### config.mk
export PLATFORM = sky130hd
export DESIGN_NAME = nes_dual_poller
export DESIGN_NICKNAME = d
export VERILOG_FILES = /design/src/rtl/nes_pkg.sv /design/src/rtl/nes_bit_sync.sv /design/src/rtl/nes_dual_poller.sv
export SDC_FILE = /design/constraint.sdc
export NUM_CORES = 1
export LEC_CHECK = 0
export ABC_AREA = 1
export CAP_MARGIN = 20
export CORE_MARGIN = 3
export CORE_UTILIZATION = 40
export DETAILED_ROUTE_END_ITERATION = 16
export GPL_TIMING_DRIVEN = 1
export PLACE_DENSITY = 0.65
export SETUP_SLACK_MARGIN = 0.02
export SLEW_MARGIN = 20
export SYNTH_ARGS = -nofsm -noshare
export SYNTH_HDL_FRONTEND = slang
export SYNTH_HIERARCHICAL = 1
export SYNTH_SLANG_ARGS = --single-unit
### constraint.sdc
create_clock -name clk -period 3.2 [get_ports clk]
set_clock_uncertainty 0.05 [all_clocks]
set_input_delay 0.64 -clock clk [delete_from_list [all_inputs] [get_ports clk]]
set_output_delay 0.64 -clock clk [all_outputs]
set_load 0.005 [all_outputs]
### src/rtl/nes_pkg.sv
// Shared types and constants for the dual NES controller poller.
package nes_pkg;

  // Number of buttons shifted out of one 4021-based controller.
  localparam int NES_BITS = 8;

  // Bit positions of each button in the buttons_p* vectors.
  localparam int BTN_A      = 0;
  localparam int BTN_B      = 1;
  localparam int BTN_SELECT = 2;
  localparam int BTN_START  = 3;
  localparam int BTN_UP     = 4;
  localparam int BTN_DOWN   = 5;
  localparam int BTN_LEFT   = 6;
  localparam int BTN_RIGHT  = 7;

  // Scan sequencer states.
  typedef enum logic [2:0] {
    ST_IDLE  = 3'd0,
    ST_LATCH = 3'd1,
    ST_LOW   = 3'd2,
    ST_HIGH  = 3'd3,
    ST_DONE  = 3'd4
  } state_e;

endpackage : nes_pkg

### src/rtl/nes_bit_sync.sv
// Two-flop synchronizer for one asynchronous controller data pin.
module nes_bit_sync (
  input  logic clk,
  input  logic reset_n,
  input  logic async_i,
  output logic sync_o
);

  logic meta_q;
  logic sync_q;

  // Shift the raw pin through two flops to settle metastability.
  // NOTE: sequential state uses non-blocking (<=) so every flop samples the pre-edge value of its neighbour.
  always_ff @(posedge clk or negedge reset_n) begin
    if (!reset_n) begin
      meta_q <= 1'b0;
      sync_q <= 1'b0;
    end else begin
      meta_q <= async_i;
      sync_q <= meta_q;
    end
  end

  assign sync_o = sync_q;

endmodule : nes_bit_sync

### src/rtl/nes_dual_poller.sv
// Serial poller for two NES controllers: drives latch/clock, shifts in
// eight active-low button bits per pad and presents registered,
// active-high button vectors with a one-cycle valid strobe.
module nes_dual_poller
  import nes_pkg::*;
#(
  // clk cycles per protocol half-period; must be at least 4 so that data
  // changed on a rising clk_p* edge has settled through the synchronizer
  // well before the end of the following LOW phase.
  parameter int HALF_CYCLES      = 151,
  // Auto-poll interval in clk cycles; 0 disables the internal timer.
  parameter int AUTO_POLL_CYCLES = 0
) (
  input  logic                clk,
  input  logic                reset_n,
  input  logic                poll_req,
  input  logic                data_p1,
  input  logic                data_p2,
  output logic                latch_p1,
  output logic                clk_p1,
  output logic                latch_p2,
  output logic                clk_p2,
  output logic [NES_BITS-1:0] buttons_p1,
  output logic [NES_BITS-1:0] buttons_p2,
  output logic                buttons_valid,
  output logic                busy
);

  // The phase counter must reach 2*HALF_CYCLES-1 (the LATCH phase).
  localparam int CNT_W = $clog2(2 * HALF_CYCLES);
  localparam int IDX_W = $clog2(NES_BITS);

  localparam logic [CNT_W-1:0] HALF_LAST  = CNT_W'(HALF_CYCLES - 1);
  localparam logic [CNT_W-1:0] LATCH_LAST = CNT_W'(2 * HALF_CYCLES - 1);
  localparam logic [IDX_W-1:0] IDX_LAST   = IDX_W'(NES_BITS - 1);

  state_e              state_q, state_d;
  logic [CNT_W-1:0]    cnt_q, cnt_d;
  logic [IDX_W-1:0]    idx_q, idx_d;
  logic [NES_BITS-1:0] sr1_q, sr1_d;
  logic [NES_BITS-1:0] sr2_q, sr2_d;
  logic [NES_BITS-1:0] btn1_q, btn1_d;
  logic [NES_BITS-1:0] btn2_q, btn2_d;
  logic                latch_q, latch_d;
  logic                sclk_q, sclk_d;
  logic                busy_q, busy_d;
  logic                valid_q, valid_d;

  logic                sync_p1;
  logic                sync_p2;
  logic                auto_tick;
  logic                start;

  // ---------------------------------------------------------------------
  // Input synchronizers, one per controller data pin.
  // ---------------------------------------------------------------------
  nes_bit_sync u_sync_p1 (
    .clk     (clk),
    .reset_n (reset_n),
    .async_i (data_p1),
    .sync_o  (sync_p1)
  );

  nes_bit_sync u_sync_p2 (
    .clk     (clk),
    .reset_n (reset_n),
    .async_i (data_p2),
    .sync_o  (sync_p2)
  );

  // ---------------------------------------------------------------------
  // Optional free-running auto-poll timer, counted from reset release.
  // ---------------------------------------------------------------------
  if (AUTO_POLL_CYCLES > 0) begin : g_auto
    localparam int AP_W = (AUTO_POLL_CYCLES > 1) ? $clog2(AUTO_POLL_CYCLES) : 1;
    localparam logic [AP_W-1:0] AP_LAST = AP_W'(AUTO_POLL_CYCLES - 1);

    logic [AP_W-1:0] ap_cnt_q;

    // Wrap the interval counter every AUTO_POLL_CYCLES cycles.
    always_ff @(posedge clk or negedge reset_n) begin
      if (!reset_n) begin
        ap_cnt_q <= '0;
      end else if (ap_cnt_q == AP_LAST) begin
        ap_cnt_q <= '0;
      end else begin
        ap_cnt_q <= ap_cnt_q + AP_W'(1);
      end
    end

    assign auto_tick = (ap_cnt_q == AP_LAST);
  end else begin : g_no_auto
    assign auto_tick = 1'b0;
  end

  // A request and a tick in the same cycle collapse into one scan; both
  // are ignored outside IDLE, so nothing is queued while busy.
  assign start = poll_req | auto_tick;

  // ---------------------------------------------------------------------
  // Scan sequencer: next state, phase counter, bit index, shift registers.
  // ---------------------------------------------------------------------
  // NOTE: every signal assigned here gets a default first, so no path can leave one unassigned and infer a latch.
  always_comb begin
    state_d = state_q;
    cnt_d   = cnt_q + CNT_W'(1);
    idx_d   = idx_q;
    sr1_d   = sr1_q;
    sr2_d   = sr2_q;

    unique case (state_q)
      ST_IDLE: begin
        cnt_d = '0;
        if (start) begin
          state_d = ST_LATCH;
        end
      end

      ST_LATCH: begin
        if (cnt_q == LATCH_LAST) begin
          state_d = ST_LOW;
          cnt_d   = '0;
          idx_d   = '0;
        end
      end

      ST_LOW: begin
        if (cnt_q == HALF_LAST) begin
          // Pins are active-low: a pressed button drives the line low.
          sr1_d[idx_q] = ~sync_p1;
          sr2_d[idx_q] = ~sync_p2;
          cnt_d        = '0;
          state_d      = (idx_q == IDX_LAST) ? ST_DONE : ST_HIGH;
        end
      end

      ST_HIGH: begin
        if (cnt_q == HALF_LAST) begin
          state_d = ST_LOW;
          cnt_d   = '0;
          idx_d   = idx_q + IDX_W'(1);
        end
      end

      ST_DONE: begin
        state_d = ST_IDLE;
        cnt_d   = '0;
      end

      default: begin
        state_d = ST_IDLE;
        cnt_d   = '0;
      end
    endcase
  end

  // Registered outputs are decoded from the next state so pin edges line
  // up exactly with state transitions and never glitch.
  always_comb begin
    latch_d = (state_d == ST_LATCH);
    sclk_d  = (state_d == ST_HIGH);
    busy_d  = (state_d != ST_IDLE);
    valid_d = (state_q == ST_DONE);
    btn1_d  = (state_q == ST_DONE) ? sr1_q : btn1_q;
    btn2_d  = (state_q == ST_DONE) ? sr2_q : btn2_q;
  end

  // State, datapath and output registers; reset aborts any scan in flight.
  always_ff @(posedge clk or negedge reset_n) begin
    if (!reset_n) begin
      state_q <= ST_IDLE;
      cnt_q   <= '0;
      idx_q   <= '0;
      sr1_q   <= '0;
      sr2_q   <= '0;
      btn1_q  <= '0;
      btn2_q  <= '0;
      latch_q <= 1'b0;
      sclk_q  <= 1'b0;
      busy_q  <= 1'b0;
      valid_q <= 1'b0;
    end else begin
      state_q <= state_d;
      cnt_q   <= cnt_d;
      idx_q   <= idx_d;
      sr1_q   <= sr1_d;
      sr2_q   <= sr2_d;
      btn1_q  <= btn1_d;
      btn2_q  <= btn2_d;
      latch_q <= latch_d;
      sclk_q  <= sclk_d;
      busy_q  <= busy_d;
      valid_q <= valid_d;
    end
  end

  // Both controllers share one timing generator.
  assign latch_p1      = latch_q;
  assign latch_p2      = latch_q;
  assign clk_p1        = sclk_q;
  assign clk_p2        = sclk_q;
  assign buttons_p1    = btn1_q;
  assign buttons_p2    = btn2_q;
  assign buttons_valid = valid_q;
  assign busy          = busy_q;

endmodule : nes_dual_poller

==> metrics <==
all-layer global routing usage=0.1314; GRT overflow=0; top cell type by total area after synthesis=dfrtp_1; Critical Path Max Stage Delay=approximately 0.50 ns; area of the multi-input gates=874.6 µm²; Max-slew headroom=0.7185; # hold bufs at CTS=0; Chip Width=82.77 µm; worst-path cell chain=clkdlybuf4s50_1; Synth top area share=0.5839; CTS tree=yes; Power Density=between 400 and 500 nW/µm²; Leak Pwr=roughly 1.4 nW; crit path max-delay cell type=clkdlybuf4s50_1; DR DRC count=0; total die area=between 6000 and 7000 µm²; Fin Hold WS=0.2665 ns; post-cts resize count=0; die span in y=82.77 µm; CP delay by family, top=buffers and inverters; IO Port Bufs=26; Slew Viols, Final=0; Root Driver=clkbuf_8; Rows=27; CP arrival=around 1.2 ns; post-CTS setup buffer count=0; H-tree depth=2; IO Count=27; Routed wire per std cell=between 10 and 15 µm; vias per cell=roughly 4.6; Final period util=0.5857; kind of critical path=flip-flop to output pin; total of max-cap violations=0; Mapped Nets=around 260; netlist area before placement=about 2400 µm²; Max Clk Rate=533.5 MHz; antenna-violating nets left=0; crit-path max FO=2; fin crit period=between 1.5 and 2 ns; Post-Place Cells=between 300 and 400; post-route setup TNS=0 ns; status=finished, final reports clean; final net count=between 200 and 300; RSZ-0062 raised after global routing=false; Synth Register Bits=between 50 and 60; required time of the critical path=2.51 ns; CTS sink cnt=55; Synth area leaders=dfrtp_1 58%, nand2_1 14%, o21ai_1 3.8%, nor2_1 3.5%, inv_1 3.0%; Bufs and invs on worst path=1; clock buffer depth=2; hpwl dp=slightly below 3000 µm; crit path launch type=flip-flop; CP Launch Point=buttons_p1[1]$_DFFE_PN0P_; distinct cell type count after synthesis=26; core area=5608 µm²; GP Congestion=roughly 0.80; worst reg2reg path startpoint=cnt_q[0]$_DFF_PN0_; r2r setup slk=approximately 1.5 ns; fin util=0.5025; drt first pass iters=4; register area share after synthesis=0.5839; Antenna diodes=0; first-pass GRT wire length=just under 7000 µm; fin cells=359; Least-Margin Pin Slew=roughly 0.42 ns; Mapped Cells=254; Num CTS Buffers=5; vias in the first global route=1515; initial antenna violation count=0; vias post-DR=between 1500 and 2000; Avg Cell Area, Syn=between 9 and 10 µm²; Finish-stage setup viols=0; storage element area=between 1000 and 1500 µm²; synth warn=6; CP Capture Type=output pin; largest net degree at the start of global routing=30; hold crit path type=primary input to async pin; CTS clk-pin slew, worst paths=approximately 0.1 ns; share of post-route cells with drive strength above 1=0.1150; Initial Util=0.4203; routed wire length=between 3000 and 4000 µm; Worst VDD drop=0.0002001 V; final-report hold violation count=0; Starting DRT DRC Count=between 100 and 150; Worst-Skew Late Latency=between 0.3 and 0.4 ns; Syn-to-layout area delta=19.53%; fill count=between 500 and 600
-- routing by layer --
| layer | track usage | up-vias | wire, µm |
|---|---|---|---|
| met5 | 0 | - | 0 |
| met4 | 0.04412 | 0 | 40 |
| met3 | 0.02928 | 2 | 139 |
| met2 | 0.2019 | 28 | 1741 |
| met1 | 0.1834 | 752 | 2007 |
| li1 | - | 856 | - |
-- where the power goes --
group	total (W)	leakage [nW]	internal, W	switching [W]
sequential	0.000701	0.729	0.000697	0.00000357
combinational	0.0000186	0.658	0.00000523	0.0000134
clock	0.000466	0.0587	0.000237	0.000229
-- cell usage in the layout, fill, tap and decap left out, drive strengths merged --
cell type and n:
clkinv 2, nor3 2, a21oi 2, bufinv 1, nand3 6, dfrtp 55, o21ai 21, nand4 4
xnor2 2, nor2 27, nor3b 1, buf 4, inv 22, a31oi 1, nand2 98, clkbuf 5
nor4 1, xor2 3, clkdlybuf4s50 25, ha 5
-- metrics by stage --
step	power, W	worst slack (ns)	instance area [µm²]
floorplan	0.0007131	1.681	2357
global placement	0.0007342	1.460	2701
detailed placement	0.0007343	1.420	2701
CTS	0.001205	1.304	2818
global route	0.001232	1.265	2818
finish	0.001185	1.326	2818
-- final timing paths --
kind,endpoint,cells past startpoint
worst max-delay path,buttons_p1[1],1
worst min-delay path,buttons_p1[0]$_DFFE_PN0P_,2
worst max register to register,sr1_q[7]$_DFFE_PN0P_,11
worst min register to register,u_sync_p2/sync_o$_DFF_PN0_,0
max in group asynchronous,u_sync_p2/sync_o$_DFF_PN0_,2
min in group clk,u_sync_p2/sync_o$_DFF_PN0_,0
-- state kept, by name, indices dropped and copies added (netlist names) --
signal / flops
busy: 1
u_sync_p2/sync_o: 1
u_sync_p2/meta_q: 1
cnt_q: 9
u_sync_p1/sync_o: 1
sr1_q: 8
latch_p1: 1
clk_p1: 1
u_sync_p1/meta_q: 1
buttons_p2: 8
idx_q: 3
buttons_valid: 1
state_q: 3
sr2_q: 8
buttons_p1: 8
-- cell type report --
cell class | count | share of cell area
Tap cell | 72 | 0.03197
Multi-Input combinational cell | 173 | 0.3104
Inverter | 22 | 0.02931
Clock buffer | 5 | 0.02442
Sequential cell | 55 | 0.4885
Clock inverter | 3 | 0.01687
Timing Repair Buffer | 29 | 0.09858
-- cell families after synthesis --
logic type                 count (synthesis)  synth area share
and+or+nand+nor                          139            0.2744
DFF                                       55            0.5839
buffers and inverters                     26           0.04511
AOI/OAI and AO/OA                         24           0.05149
xor gates and xnor gates                   5           0.01858
adders and majority gates                  5           0.02654
-- Yosys cell counts, drive strengths merged --
| cell type | count |
|---|---|
| nor3b | 1 |
| nor3 | 2 |
| clkinv | 1 |
| xor2 | 3 |
| nor4 | 1 |
| a31oi | 1 |
| buf | 3 |
| clkbuf | 1 |
| nand3 | 6 |
| inv | 21 |
| a21oi | 2 |
| nand4 | 4 |
| ha | 5 |
| o21ai | 21 |
| dfrtp | 55 |
| nand2 | 98 |
| nor2 | 27 |
| xnor2 | 2 |
(Power assumes the default switching activity.)
==> RTL change 1 (config.mk and constraints unchanged) <==
Put one more register stage on the output `buttons_p2`, cleared by the reset. The value now appears one clock later. The other outputs are not delayed to match.
--- a/src/rtl/nes_dual_poller.sv
+++ b/src/rtl/nes_dual_poller.sv
@@ -200,7 +200,13 @@
   assign clk_p1        = sclk_q;
   assign clk_p2        = sclk_q;
   assign buttons_p1    = btn1_q;
-  assign buttons_p2    = btn2_q;
+  always_ff @(posedge clk or negedge reset_n) begin
+    if (!reset_n) begin
+      buttons_p2 <= '0;
+    end else begin
+      buttons_p2 <= btn2_q;
+    end
+  end
   assign buttons_valid = valid_q;
   assign busy          = busy_q;
 
Formal check against the unedited RTL: no difference found for any inputs over 10 cycles, from zero or initial values and one cycle with reset_n low; that may be too few to reach the edited logic, so the function may still have changed.
==> RTL change 1 against the unedited design <==
  * Setup slack worse by 0.057 ns
  * Area after synthesis up 11%
  * Highest routed layer unchanged
  * Sequential power up 14%
  * Sequential cell count up 8
  * Wire length up 21%
  * Critical endpoint unchanged
  * Largest cell class unchanged
  * Power up 41%
  * Final area up 14%
==> RTL change 1: results (changes against the unedited design) <==
overall global routing resource usage 14.9% (+1.8 points); Seq/Total Area, Yosys 60.1% (+1.8 points); Max-Slew Margin vs Limit 56.6% (-15 points); maximum ir drop on the vdd rail 0.506 mV (+150%); pin count of the biggest net entering global routing 37 (+23%); data arrival time of the critical path 1.24 ns (+0.06 ns); postcts setup bufs 0 (unchanged); Largest Register cnt_q; Final Net Count 338 (+14%); fraction of final layout cells with drive strength greater than 1 8.11% (-3.4 points); number of instances in the synthesized netlist 294 (+16%); synthesized net count 304 (+15%); synthesis warning total 6 (unchanged); total clock buffers created by CTS 9 (+4); worst reg2reg setup slack 1.47 ns (-0.06 ns); Worst R2R Path Depth 11 (unchanged); count of buffers from port buffering 26 (unchanged); global placement routability congestion 0.843 (+5.2%); Placed Area 2970 sq um (+9.8%); dominant register cell in the synthesized netlist dfrtp_1; clock transition at the register clock pins on the worst setup and hold paths after CTS 0.07 ns (-0.03 ns); peak clock frequency supported by timing 518 MHz (-3.0%); Detailed Place HPWL 3310 microns (+15%); total vias in the final route 1898 (+16%); largest fanout of any net on the critical path 2 (unchanged); ranking of synthesized cells by area dfrtp_1, nand2_1, inv_1; kind of cell adding the most delay to the critical path buffers and inverters; first-pass GRT wire length 8560 microns (+23%); library cells used by synthesis 25 (-3.8%); Final Routed Wirelength 4750 microns (+21%); root buffer cell clkbuf_8; clock latency at the later pin of the worst-skew pair 0.34 ns (+0.03 ns); run status completed; Clock H-tree levels 3 (+1); Commonest cells post-synth nand2_1, dfrtp_1, inv_1; antenna violations before repair 0 (unchanged); DRC violation total after the first TritonRoute iteration 58 (-49%); share of async-settable or async-resettable flops after synthesis 100% (unchanged); Post-CTS Resized 0 (unchanged); post-placement worst setup slack 1.35 ns (-0.0722 ns); number of iterations in the first detailed-routing pass 4 (unchanged); max reg flops 9 (unchanged); Hold WC Path Type input port to asynchronous set/reset pin; cell with the largest stage delay on the worst path clkdlybuf4s50_1; cell count after placement 392 (+12%); number of buffers on the longest clock path 2 (unchanged); via density per instance 4.65 (+2.0%); total leakage power 1.67 nW (+15%); Antenna Diode Count 0 (unchanged); CP peak stage delay 0.52 ns (+0.02 ns)
[RTL change 1: path summary, 6_finish.rpt]
kind	startpoint	end
hold reg to reg	u_sync_p2/meta_q	u_sync_p2/sync_o
hold / removal	reset_n	btn2_q[4]
min in group clk	u_sync_p2/meta_q	u_sync_p2/sync_o
setup / recovery	buttons_p1[1]	buttons_p1[1]
max in group asynchronous	reset_n	cnt_q[3]
setup reg to reg	cnt_q[0]	sr2_q[5]
[RTL change 1: area by class of cell]
| class | count | area (sq um) |
|---|---|---|
| Fill cell | 553 | 2920 |
| Inverter | 27 | 101 |
| Clock buffer | 9 | 124 |
| Tap cell | 75 | 93.8 |
| Clock inverter | 7 | 120 |
| Sequential cell | 63 | 1580 |
| Timing Repair Buffer | 27 | 275 |
| Multi-Input combinational cell | 200 | 920 |
[RTL change 1: cells by family (layout without fill, tap and decap cells)]
logic type	after synthesis	after routing	synth area share, %
adder cells (fa/ha/maj)	5	5	2.39
AO/OA/AOI/OAI	12	12	2.39
AND/OR/NAND/NOR	178	178	28.6
XOR/XNOR	5	5	1.67
flip-flops	63	63	60.1
buffers and inverters	31	70	4.77
[RTL change 1: report_power, final]
group | leakage (nW) | total [W] | switching (W) | internal [W]
combinational | 0.709 | 0.0000248 | 0.0000186 | 0.00000624
sequential | 0.841 | 0.000799 | 0.000000522 | 0.000798
clock | 0.120 | 0.000843 | 0.000324 | 0.000520
total | 1.67 | 0.00167 | 0.000343 | 0.00132
[RTL change 1: through the flow]
step | hold slack, ns | total power (W)
floorplan | 0.281 | 0.000817
global placement | 0.282 | 0.000841
detailed placement | 0.287 | 0.000841
CTS | 0.284 | 0.00168
global route | 0.305 | 0.00173
finish | 0.266 | 0.00167
[RTL change 1: per-layer routing]
layer,GRT usage [%],up-vias,part of all wire (%)
li1,-,978,-
met1,19.4,876,51
met2,22.2,36,42
met3,6.43,8,5.3
met4,5.52,0,1.7
met5,0,-,0
==> RTL change 2 (same settings) <==
Made on the original files. The package constant `NES_BITS` goes from 8 to 16.
--- a/src/rtl/nes_pkg.sv
+++ b/src/rtl/nes_pkg.sv
@@ -2,7 +2,7 @@
 package nes_pkg;
 
   // Number of buttons shifted out of one 4021-based controller.
-  localparam int NES_BITS = 8;
+  localparam int NES_BITS = 16;
 
   // Bit positions of each button in the buttons_p* vectors.
   localparam int BTN_A      = 0;
Interface: changed (resized buttons_p1 and buttons_p2); port bits go from 27 to 43. No check against the original RTL was run, so the function may have changed too.
==> RTL change 2 against the unedited design <==
  * Setup slack worse by 0.038 ns
  * Largest cell class unchanged
  * Hold slack better by 0.038 ns
  * Wire length is 80% higher
  * Final area is 57% higher
  * Sequential share of layout area is 0.90 points higher
  * Power is 74% higher
  * Area after synthesis is 55% higher
  * Sequential power is 60% higher
  * Die area is 51% higher
  * Fmax is 2.0% lower
  * Sequential cell count is 33 higher
  * Non-clock buffer count is 14 higher
==> RTL change 2: results (changes against the unedited design) <==
run status completed; Max-Slew Margin vs Limit 48.7% (-23 points); post-detailed-route wirelength per cell 12.8 microns (+17%); total leakage power 2.23 nW (+54%); DRC violation total after the first TritonRoute iteration 125 (+9.6%); clock transition at the register clock pins on the worst setup and hold paths after CTS 0.08 ns (-0.02 ns); Clock H-tree levels 3 (+1); clock latency at the later pin of the worst-skew pair 0.34 ns (+0.03 ns); number of iterations in the first detailed-routing pass 4 (unchanged); pin count of the biggest net entering global routing 89 (+200%); Detailed Place HPWL 4760 microns (+65%); via count of the first global-routing pass 2606 (+72%); Filler Cell Count 800 (+46%); total area of multi-input combinational cells 1310 sq um (+50%); overall global routing resource usage 14.8% (+1.7 points); global placement routability congestion 0.753 (-6.0%); first-pass GRT wire length 12000 microns (+73%); Syn Area/Cell 9.25 sq um (-0.32%); cell with the largest stage delay on the worst path clkdlybuf4s50_1; cell count after placement 537 (+53%); CP peak stage delay 0.52 ns (+0.02 ns); Post-CTS Resized 0 (unchanged); ranking of synthesized cells by area dfrtp_1, nand2_1, o21ai_1; dominant register cell in the synthesized netlist dfrtp_1; library cells used by synthesis 27 (+3.8%); count of buffers from port buffering 42 (+62%); total vias in the final route 2651 (+62%); Antenna Diode Count 0 (unchanged); Seq/Total Area, Yosys 60.1% (+1.7 points); Final ANT Viol Nets 0 (unchanged); post-route non-filler standard cell count 553 (+54%); Final Net Count 452 (+53%); Commonest cells post-synth nand2_1, dfrtp_1, o21ai_1; postcts setup bufs 0 (unchanged); largest fanout of any net on the critical path 2 (unchanged); fraction of final layout cells with drive strength greater than 1 11.2% (-0.26 points); maximum ir drop on the vdd rail 0.263 mV (+32%); data arrival time of the critical path 1.22 ns (+0.04 ns); synthesized net count 408 (+55%); number of buffers on the longest clock path 2 (unchanged); total clock buffers created by CTS 9 (+4); kind of cell adding the most delay to the critical path buffers and inverters
-- RTL change 2: worst paths after layout --
| check | start | end | slack, ns | cells past startpoint |
|---|---|---|---|---|
| worst max-delay path | buttons_p2[8] | buttons_p2[8] | 1.29 | 1 |
| worst min-delay path | reset_n | sr1_q[15] | 0.30 | 1 |
| worst max register to register | cnt_q[0] | sr1_q[10] | 1.46 | 11 |
| worst min register to register | u_sync_p1/meta_q | u_sync_p1/sync_o | 0.30 | 0 |
| max in group asynchronous | reset_n | sr1_q[2] | 2.29 | 1 |
| min in group clk | u_sync_p1/meta_q | u_sync_p1/sync_o | 0.30 | 0 |
-- RTL change 2: stage by stage --
step,setup slack (ns),total power [W],area [sq um]
after floorplan,1.64,0.00114,3660
after global placement,1.51,0.00117,4180
after detailed placement,1.48,0.00117,4180
after CTS,1.26,0.00209,4420
after global routing,1.23,0.00214,4430
final,1.29,0.00206,4430
-- RTL change 2: cell type report --
class,count,share of cell area [%]
Tap cell,108,3.05
Inverter,28,2.40
Clock inverter,6,2.63
Multi-Input combinational cell,270,29.6
Clock buffer,10,2.88
Sequential cell,88,49.7
Timing Repair Buffer,43,9.69
-- RTL change 2: kinds of logic (layout without fill, tap and decap cells) --
group | Yosys count | count (layout) | synth area share, %
fa+ha+maj | 7 | 7 | 2.39
compound gates | 39 | 39 | 5.36
xor+xnor | 1 | 1 | 0.239
simple gates | 223 | 223 | 27.8
buf+inv | 38 | 87 | 4.13
flops | 88 | 88 | 60.1
-- RTL change 2: where the power goes --
group          switching, W  total [W]  internal (W)
Sequential       0.00000730    0.00112       0.00111
Combinational     0.0000205  0.0000249    0.00000435
Clock              0.000393   0.000918      0.000524
-- RTL change 2: layer usage --
layer	vias to the layer above	wire [microns]	global-route usage, %
met3	9	256	2.55
met2	51	3400	24.2
met4	0	114	6.65
li1	1321	-	-
met1	1270	3280	19.3
met5	-	0	0
